$ cat config.mk
export PLATFORM = sky130hd
export DESIGN_NAME = stdp_update_controller
export DESIGN_NICKNAME = d
export VERILOG_FILES = /design/src/rtl/stdp_update_controller.sv
export SDC_FILE = /design/constraint.sdc
export NUM_CORES = 1
export LEC_CHECK = 0
export CAP_MARGIN = 10
export CORE_UTILIZATION = 59
export CTS_BUF_LIST = sky130_fd_sc_hd__clkbuf_4 sky130_fd_sc_hd__clkbuf_8
export DETAILED_ROUTE_END_ITERATION = 6
export GPL_ROUTABILITY_DRIVEN = 0
export PLACE_DENSITY = 0.91
export SLEW_MARGIN = 10
export SYNTH_ARGS = -nofsm -noshare
export SYNTH_HDL_FRONTEND = slang
export SYNTH_SLANG_ARGS = --single-unit
export TNS_END_PERCENT = 30
$ cat constraint.sdc
create_clock -name clk -period 3.15 [get_ports clk]
set_input_delay 0.63 -clock clk [delete_from_list [all_inputs] [get_ports clk]]
set_output_delay 0.63 -clock clk [all_outputs]
set_load 0.05 [all_outputs]
$ cat src/rtl/stdp_update_controller.sv
// stdp_update_controller: detects pre/post spike pairings inside a decaying window and issues
// LTP/LTD weight commands over valid/ready, keeping a saturating committed weight.
module stdp_update_controller #(
  parameter int WEIGHT_W    = 8,
  parameter int WINDOW_LOG2 = 4,
  parameter int A_PLUS      = 4,
  parameter int A_MINUS     = 3,
  parameter int W_INIT      = 64,
  parameter int W_MIN       = 0,
  parameter int W_MAX       = 255,
  parameter int COOLDOWN    = 4
) (
  input  logic                clk,
  input  logic                rst,
  input  logic                learn_en,
  input  logic                pre_spike,
  input  logic                post_spike,
  output logic                cmd_valid,
  input  logic                cmd_ready,
  output logic                cmd_ltp,
  output logic [WEIGHT_W-1:0] cmd_mag,
  output logic [WEIGHT_W-1:0] weight,
  output logic                busy,
  output logic [7:0]          drop_count
);
  typedef enum logic [1:0] {IDLE, ISSUE, COOL} state_t;
  localparam logic [WINDOW_LOG2:0] T_LOAD = {1'b1, {WINDOW_LOG2{1'b0}}};
  localparam logic [WINDOW_LOG2:0] T_ONE  = {{WINDOW_LOG2{1'b0}}, 1'b1};
  state_t                r_state, w_state_n;
  logic                  r_pre_d, r_post_d;
  logic [WINDOW_LOG2:0]  r_pre_t, r_post_t;
  logic                  r_pend_v, r_pend_ltp, r_cmd_ltp;
  logic [WEIGHT_W-1:0]   r_pend_mag, r_cmd_mag, r_weight;
  logic [7:0]            r_drop, r_cd;
  logic                  w_pre_e, w_post_e, w_ltp_ev, w_ltd_ev, w_ev, w_idle, w_accept;
  logic [31:0]           w_pp;
  logic [WEIGHT_W-1:0]   w_mag, w_w_upd;
  logic [WEIGHT_W:0]     w_sum, w_dif;
  always_comb begin
    w_pre_e  = pre_spike & ~r_pre_d;
    w_post_e = post_spike & ~r_post_d;
    w_ltp_ev = learn_en & w_post_e & ~w_pre_e & (r_pre_t != '0);
    w_ltd_ev = learn_en & w_pre_e & ~w_post_e & (r_post_t != '0);
    w_ev     = w_ltp_ev | w_ltd_ev;
    w_pp     = (w_ltp_ev ? 32'(A_PLUS) : 32'(A_MINUS)) * 32'(w_ltp_ev ? r_pre_t : r_post_t) >> WINDOW_LOG2;
    w_mag    = (w_pp == 32'd0) ? WEIGHT_W'(1) : w_pp[WEIGHT_W-1:0];
    w_idle   = r_state == IDLE;
    w_accept = r_state == ISSUE & cmd_ready;
    // one extra bit so saturation is decided before any wrap
    w_sum    = {1'b0, r_weight} + {1'b0, r_cmd_mag};
    w_dif    = {1'b0, r_weight} - {1'b0, r_cmd_mag};
    w_w_upd  = r_cmd_ltp
      ? ((w_sum > (WEIGHT_W+1)'(W_MAX)) ? WEIGHT_W'(W_MAX) : w_sum[WEIGHT_W-1:0])
      : ((w_dif[WEIGHT_W] | (w_dif < (WEIGHT_W+1)'(W_MIN))) ? WEIGHT_W'(W_MIN) : w_dif[WEIGHT_W-1:0]);
  end
  always_comb begin
    w_state_n = r_state;
    if (w_idle & (r_pend_v | w_ev)) w_state_n = ISSUE;
    else if (w_accept) w_state_n = COOL;
    else if (r_state == COOL && r_cd == 8'd0) w_state_n = IDLE;
  end
  always_ff @(posedge clk or posedge rst)
    if (rst) r_state <= IDLE;
    else r_state <= w_state_n;
  always_ff @(posedge clk or posedge rst) begin
    if (rst) begin
      r_pre_d    <= 1'b0;
      r_post_d   <= 1'b0;
      r_pre_t    <= '0;
      r_post_t   <= '0;
      r_pend_v   <= 1'b0;
      r_pend_ltp <= 1'b0;
      r_pend_mag <= '0;
      r_cmd_ltp  <= 1'b0;
      r_cmd_mag  <= '0;
      r_weight   <= WEIGHT_W'(W_INIT);
      r_drop     <= 8'd0;
      r_cd       <= 8'd0;
    end else begin
      r_pre_d  <= pre_spike;
      r_post_d <= post_spike;
      r_pre_t  <= w_pre_e ? T_LOAD : w_ltp_ev ? '0 : (r_pre_t == '0) ? '0 : r_pre_t - T_ONE;
      r_post_t <= w_post_e ? T_LOAD : w_ltd_ev ? '0 : (r_post_t == '0) ? '0 : r_post_t - T_ONE;
      if (w_idle & r_pend_v) begin
        r_cmd_ltp <= r_pend_ltp;
        r_cmd_mag <= r_pend_mag;
        r_pend_v  <= 1'b0;
      end else if (w_idle & w_ev) begin
        r_cmd_ltp <= w_ltp_ev;
        r_cmd_mag <= w_mag;
      end else if (w_ev & ~r_pend_v) begin
        r_pend_v   <= 1'b1;
        r_pend_ltp <= w_ltp_ev;
        r_pend_mag <= w_mag;
      end
      if (w_ev & r_pend_v & (r_drop != 8'hFF)) r_drop <= r_drop + 8'd1;
      if (w_accept) r_weight <= w_w_upd;
      r_cd <= w_accept ? 8'(COOLDOWN - 1) : (r_state == COOL && r_cd != 8'd0) ? r_cd - 8'd1 : r_cd;
    end
  end
  assign cmd_valid  = r_state == ISSUE;
  assign cmd_ltp    = r_cmd_ltp;
  assign cmd_mag    = r_cmd_mag;
  assign weight     = r_weight;
  assign busy       = (r_state != IDLE) | r_pend_v;
  assign drop_count = r_drop;
endmodule
Word-level counts from Yosys, hierarchy flattened --
Index checks and enable logic that the tools add are counted.
Word-level totals: register bits 57, bits of input ports 6, output and inout port bits 27
Cells by class: add/subtract/negate cells 6, multiply operators 1, $lt $le $gt $ge 2, equal/unequal tests 4, muxes and demuxes 24, bitwise logic cells 26, reductions and logical operators 17
Operators with widths (count):
- $mux 8 | 7
- $mux 5 | 7
- $logic_not 32->1 | 1
- $and 1x1->1 | 15
- $logic_not 5->1 | 2
- $reduce_bool 5->1 | 2
- $sub 5x1->5 const B | 2
- $add 8x8->9 | 1
- $gt 9x8->1 const B | 1
- $lt 9x1->1 const B | 1
- $sub 8x8->9 | 1
- $add 8x1->8 const B | 1
- $logic_not 8->1 | 1
- $mul 3x5->8 | 1
- $ne 8x8->1 const B | 1
- $reduce_bool 2->1 | 4
- $reduce_bool 8->1 | 1
- $sub 8x1->8 const B | 1
- $not 1->1 | 7
- $mux 2 | 3
- $mux 1 | 5
- $mux 4 | 1
- $or 1x1->1 | 4
- $mux 3 | 1
- other kinds (8) | 9

Longest topological paths before layout --
depth after elaboration 11, mapped depth 16

Least setup slack after synthesis --
OpenSTA, ideal clock, no wires.
kind flip-flop to flip-flop, from register r_pre_t[0], to register r_pend_mag[3], arrival 2.839 ns, data required time 3.071 ns, setup slack 0.232 ns, cell stages (with the launch flop) 16, clock period less this slack 2.918 ns, path through dfrtp_1 -> inv_1 -> ha_1 -> nor4b_2 -> nand4b_1 -> buf_2 -> and2_1 -> o21bai_1 -> ha_1 -> ha_1 -> nand4_1 -> o2bb2ai_1 -> a21oi_1 -> a21oi_1 -> or2_1 -> mux2i_1
On the way: longest elaborated chain between the ends 6, elaborated cells on any way between the ends 12, those cells by class mul: 1; mux: 3; bitwise: 5; reduce/logical: 3
Ends and longest elaborated chain:
- start, declared | RTL line 31 | logic [WINDOW_LOG2:0] r_pre_t, r_post_t;
- start signal, assigned | RTL line 82 | r_pre_t <= w_pre_e ? T_LOAD : w_ltp_ev ? '0 : (r_pre_t == '0) ? '0 : r_pre_t - T_ONE;
- $reduce_bool 5->1 | RTL line 42 | w_ltp_ev = learn_en & w_post_e & ~w_pre_e & (r_pre_t != '0);
- $and 1x1->1 | RTL line 42
- $mux 3 (tied with other cells) | RTL line 45 | w_pp = (w_ltp_ev ? 32'(A_PLUS) : 32'(A_MINUS)) * 32'(w_ltp_ev ? r_pre_t : r_post_t) >> WINDOW_LOG2;
- $mul 3x5->8 / $and 1x1->1 (equally long branches) | RTL line 45, 88
- $logic_not 32->1 / $not 1->1 (equally long branches)
- $mux 4 / $reduce_and 3->1 (equally long branches)
- end signal, assigned | RTL line 94 | r_pend_mag <= w_mag;
- end, declared | RTL line 33 | logic [WEIGHT_W-1:0] r_pend_mag, r_cmd_mag, r_weight;
Several ways; a longest one is shown, not always the timed one. A chain may end at the register's enable or synchronous reset.

Final worst setup path --
Ends and elaborated chain as after synthesis.

==> impl_metrics.ini <==
[run]
maxCapViolCount = 0

[power]
ir_drop_uv = 532.5
clkPwrFrac = 0.223
power_switching_uw = 779.8
intPower_uw = 1356
powerDensity_nw_per_um2 = 603.1
p_comb_frac = 0.364
swShare = 0.3652
cellLeakagePower_uw = 0.001545
seq_power_share = 0.413

[routing]
wl_met1_microns = 2819
wl_met3_microns = 341
routed_via_density = 5.850
ant_nets = 0
drt_iter0_drc = 163
dr.max_layer_used = met4
wl_per_cell_microns = 14.81
drt-pass1-iter-count = 4
routed_wl_microns = 6219
drc_errors = 0
wl_met2_microns = 2966
vias = 2457

[hold_path]
min_from = r_pre_t[0]
hold_depth = 1
hold_end = r_pre_t[0]
hp-class = reg2reg

[clock_tree]
cts_buffers = 5
cts_tree = yes
cts_max_level = 2
path_clk_slew_ns = 0.09
cts_max_path_buffers = 2
clk_latency_ns = 0.31
clock-sinks = 49
holdBufCountCts = 0
root_buffer = clkbuf_8

[final_layout]
nets = 380
mostFrequentLayoutCell = dfrtp_1
utilization = 0.7351
final_cell_mix = 48 x dfrtp_1, 36 x nor2_1, 27 x clkdlybuf4s50_1
layout.cells.non_filler = 420
drive_gt1_frac = 0.1133
synthToLayoutAreaGrowth_pct = 18.11
n_antenna_cell = 0

[timing]
finalCriticalPeriod_ns = 2.949
hold_viol = 0
fmax_ghz = 0.3391
grt_setup_unrepaired = false
timing.slew.headroom = 0.5946
report.final.slew_viol_count = 0
skew_ns = 0.01166
timing.final.crit_share = 0.9363
setup_violations = 0
timing.final.ws_setup_ns = 0.2007
tns_ns = 0
worstMarginPinSlew_ns = 0.6081
hold_slack_ns = 0.4583

[critical_path]
end_kind = register
reg2reg_from = r_pre_t[0]
ff2ff_path_depth = 14
critical_path.max_fanout = 4
cp_data_arrival_time_ns = 3.18
start_kind = register
r2r_slack_ns = 0.20
worstPathRequired_ns = 3.38
crit_type = reg2reg
regToRegEndpoint = r_pend_mag[3]

[yosys]
synthFlopType = dfrtp_1
ys_ff_latch = 49
netlist_instances = 320
synth_cell_type_count = 56
synth_seq_area_share = 0.4094
avgSynthCellArea_sq_um = 9.368
async_flop_share = 1.000
synth-edff-count = 0
yosysWarningCount = 0
syn_area_sq_um = 2998

[die]
die_x_microns = 73.28
ios = 33
rows = 25
start_util = 0.6223
core_area_sq_um = 4817
die_h_microns = 73.28
die_area_sq_um = 5370

[global_routing]
antenna_found_initial = 0
grt_start_max_net_pins = 50
grtUsageTotal = 0.2564
grt_pass1_vias = 2384
overflow = 0
grt_pass1_wl_microns = 10610

[place]
hpwl_microns = 4378
preCtsSetupSlack_ns = -0.3049
port_buffers = 28
dp_cells = 411

[outcome]
status = complete, no violations
[per-layer routing]
| metal | global-route usage | up-vias |
|---|---|---|
| met1 | 0.3463 | 1197 |
| met3 | 0.05487 | 12 |
| met4 | 0.1002 | 0 |
| li1 | - | 1159 |
| met5 | 0 | - |
| met2 | 0.4053 | 89 |
[cells in the mapped netlist, drive strengths merged, types with 5 or more instances]
cell,instances,area [sq um]
nand4,7,43.79
clkbuf,10,37.54
nand3,6,30.03
inv,21,78.83
dfrtp,48,1201
a21oi,22,113.9
nand2,22,82.58
mux2,5,56.30
nand2b,7,43.79
nor2,37,141.4
nor3,10,50.05
buf,7,43.79
nor2b,6,37.54
o21ai,9,45.04
xnor2,20,175.2
xor2,6,52.55
ha,20,250.2
[per-stage QoR]
step / total power [uW] / instance area [sq um]
after floorplan: 1386 / 3009
after global placement: 1567 / 3367
after detailed placement: 1605 / 3367
after CTS: 2098 / 3491
after global routing: 2260 / 3541
final: 2136 / 3541
[cells by family after synthesis]
kind of cell	count (synthesis)	synth area share
xor gates and xnor gates	26	0.07596
AOI/OAI and AO/OA	63	0.1406
and+or+nand+nor	112	0.1903
buffers and inverters	38	0.05342
adders and majority gates	22	0.09683
other	1	0.001251
DFF	49	0.4094
muxes	9	0.03214
[layout make-up]
type                            instances  area [sq um]
Multi-Input combinational cell        236          1662
Tap cell                               67         83.83
Timing Repair Buffer                   39         369.1
Sequential cell                        49          1227
Clock inverter                          2         37.54
Inverter                               21         78.83
Clock buffer                            6         82.58
Fill cell                             328          1276
[flip-flops by register name, indices dropped and copies added (netlist names)]
register,cells
r_pend_v,1
r_post_t,5
drop_count,8
r_state,2
r_pend_ltp,1
weight,8
r_post_d,1
r_pend_mag,4
r_pre_t,5
r_pre_d,1
cmd_mag,4
r_cd,8
cmd_ltp,1
[worst max-delay path: stages, from the launching register on]
cell       delay (ns)
dfrtp_1          0.37
inv_1            0.09
ha_1             0.20
nor4b_4          0.14
nand4b_1         0.24
and2_4           0.20
o21bai_1         0.15
ha_1             0.28
ha_1             0.28
nand4_1          0.14
o2bb2ai_2        0.17
a21oi_2          0.16
a21oi_2          0.10
or2_1            0.23
mux2i_1          0.13
[worst max path at each step]
stage	start	end	slack [ns]	cells after the start
after floorplan	r_pre_t[0]	r_pend_mag[3]	0.23	15
after global placement	post_spike	r_pend_mag[3]	-0.13	13
after detailed placement	post_spike	r_pend_mag[3]	-0.30	13
after CTS	post_spike	cmd_mag[2]	0.05	13
after global routing	r_pre_t[0]	r_pend_mag[3]	0.01	14
final	r_pre_t[0]	r_pend_mag[3]	0.20	14
[repair_timing]
action                                 in CTS  in global routing
setup endpoints to repair                   1                  8
buffers inserted                            0                  1
cloned                                      0                  0
pin swaps                                   1                  6
gates resized for setup                     1                  9
endpoints found under the hold margin       0                  0
[power groups by stage]
stage	Sequential, uW	Clock [uW]	Combinational [uW]
after CTS	874	485	738
after global routing	900	505	856
after detailed placement	883	0	722
final	882	476	777
after floorplan	961	0	425
after global placement	876	0	691
(Power assumes the default switching activity.)
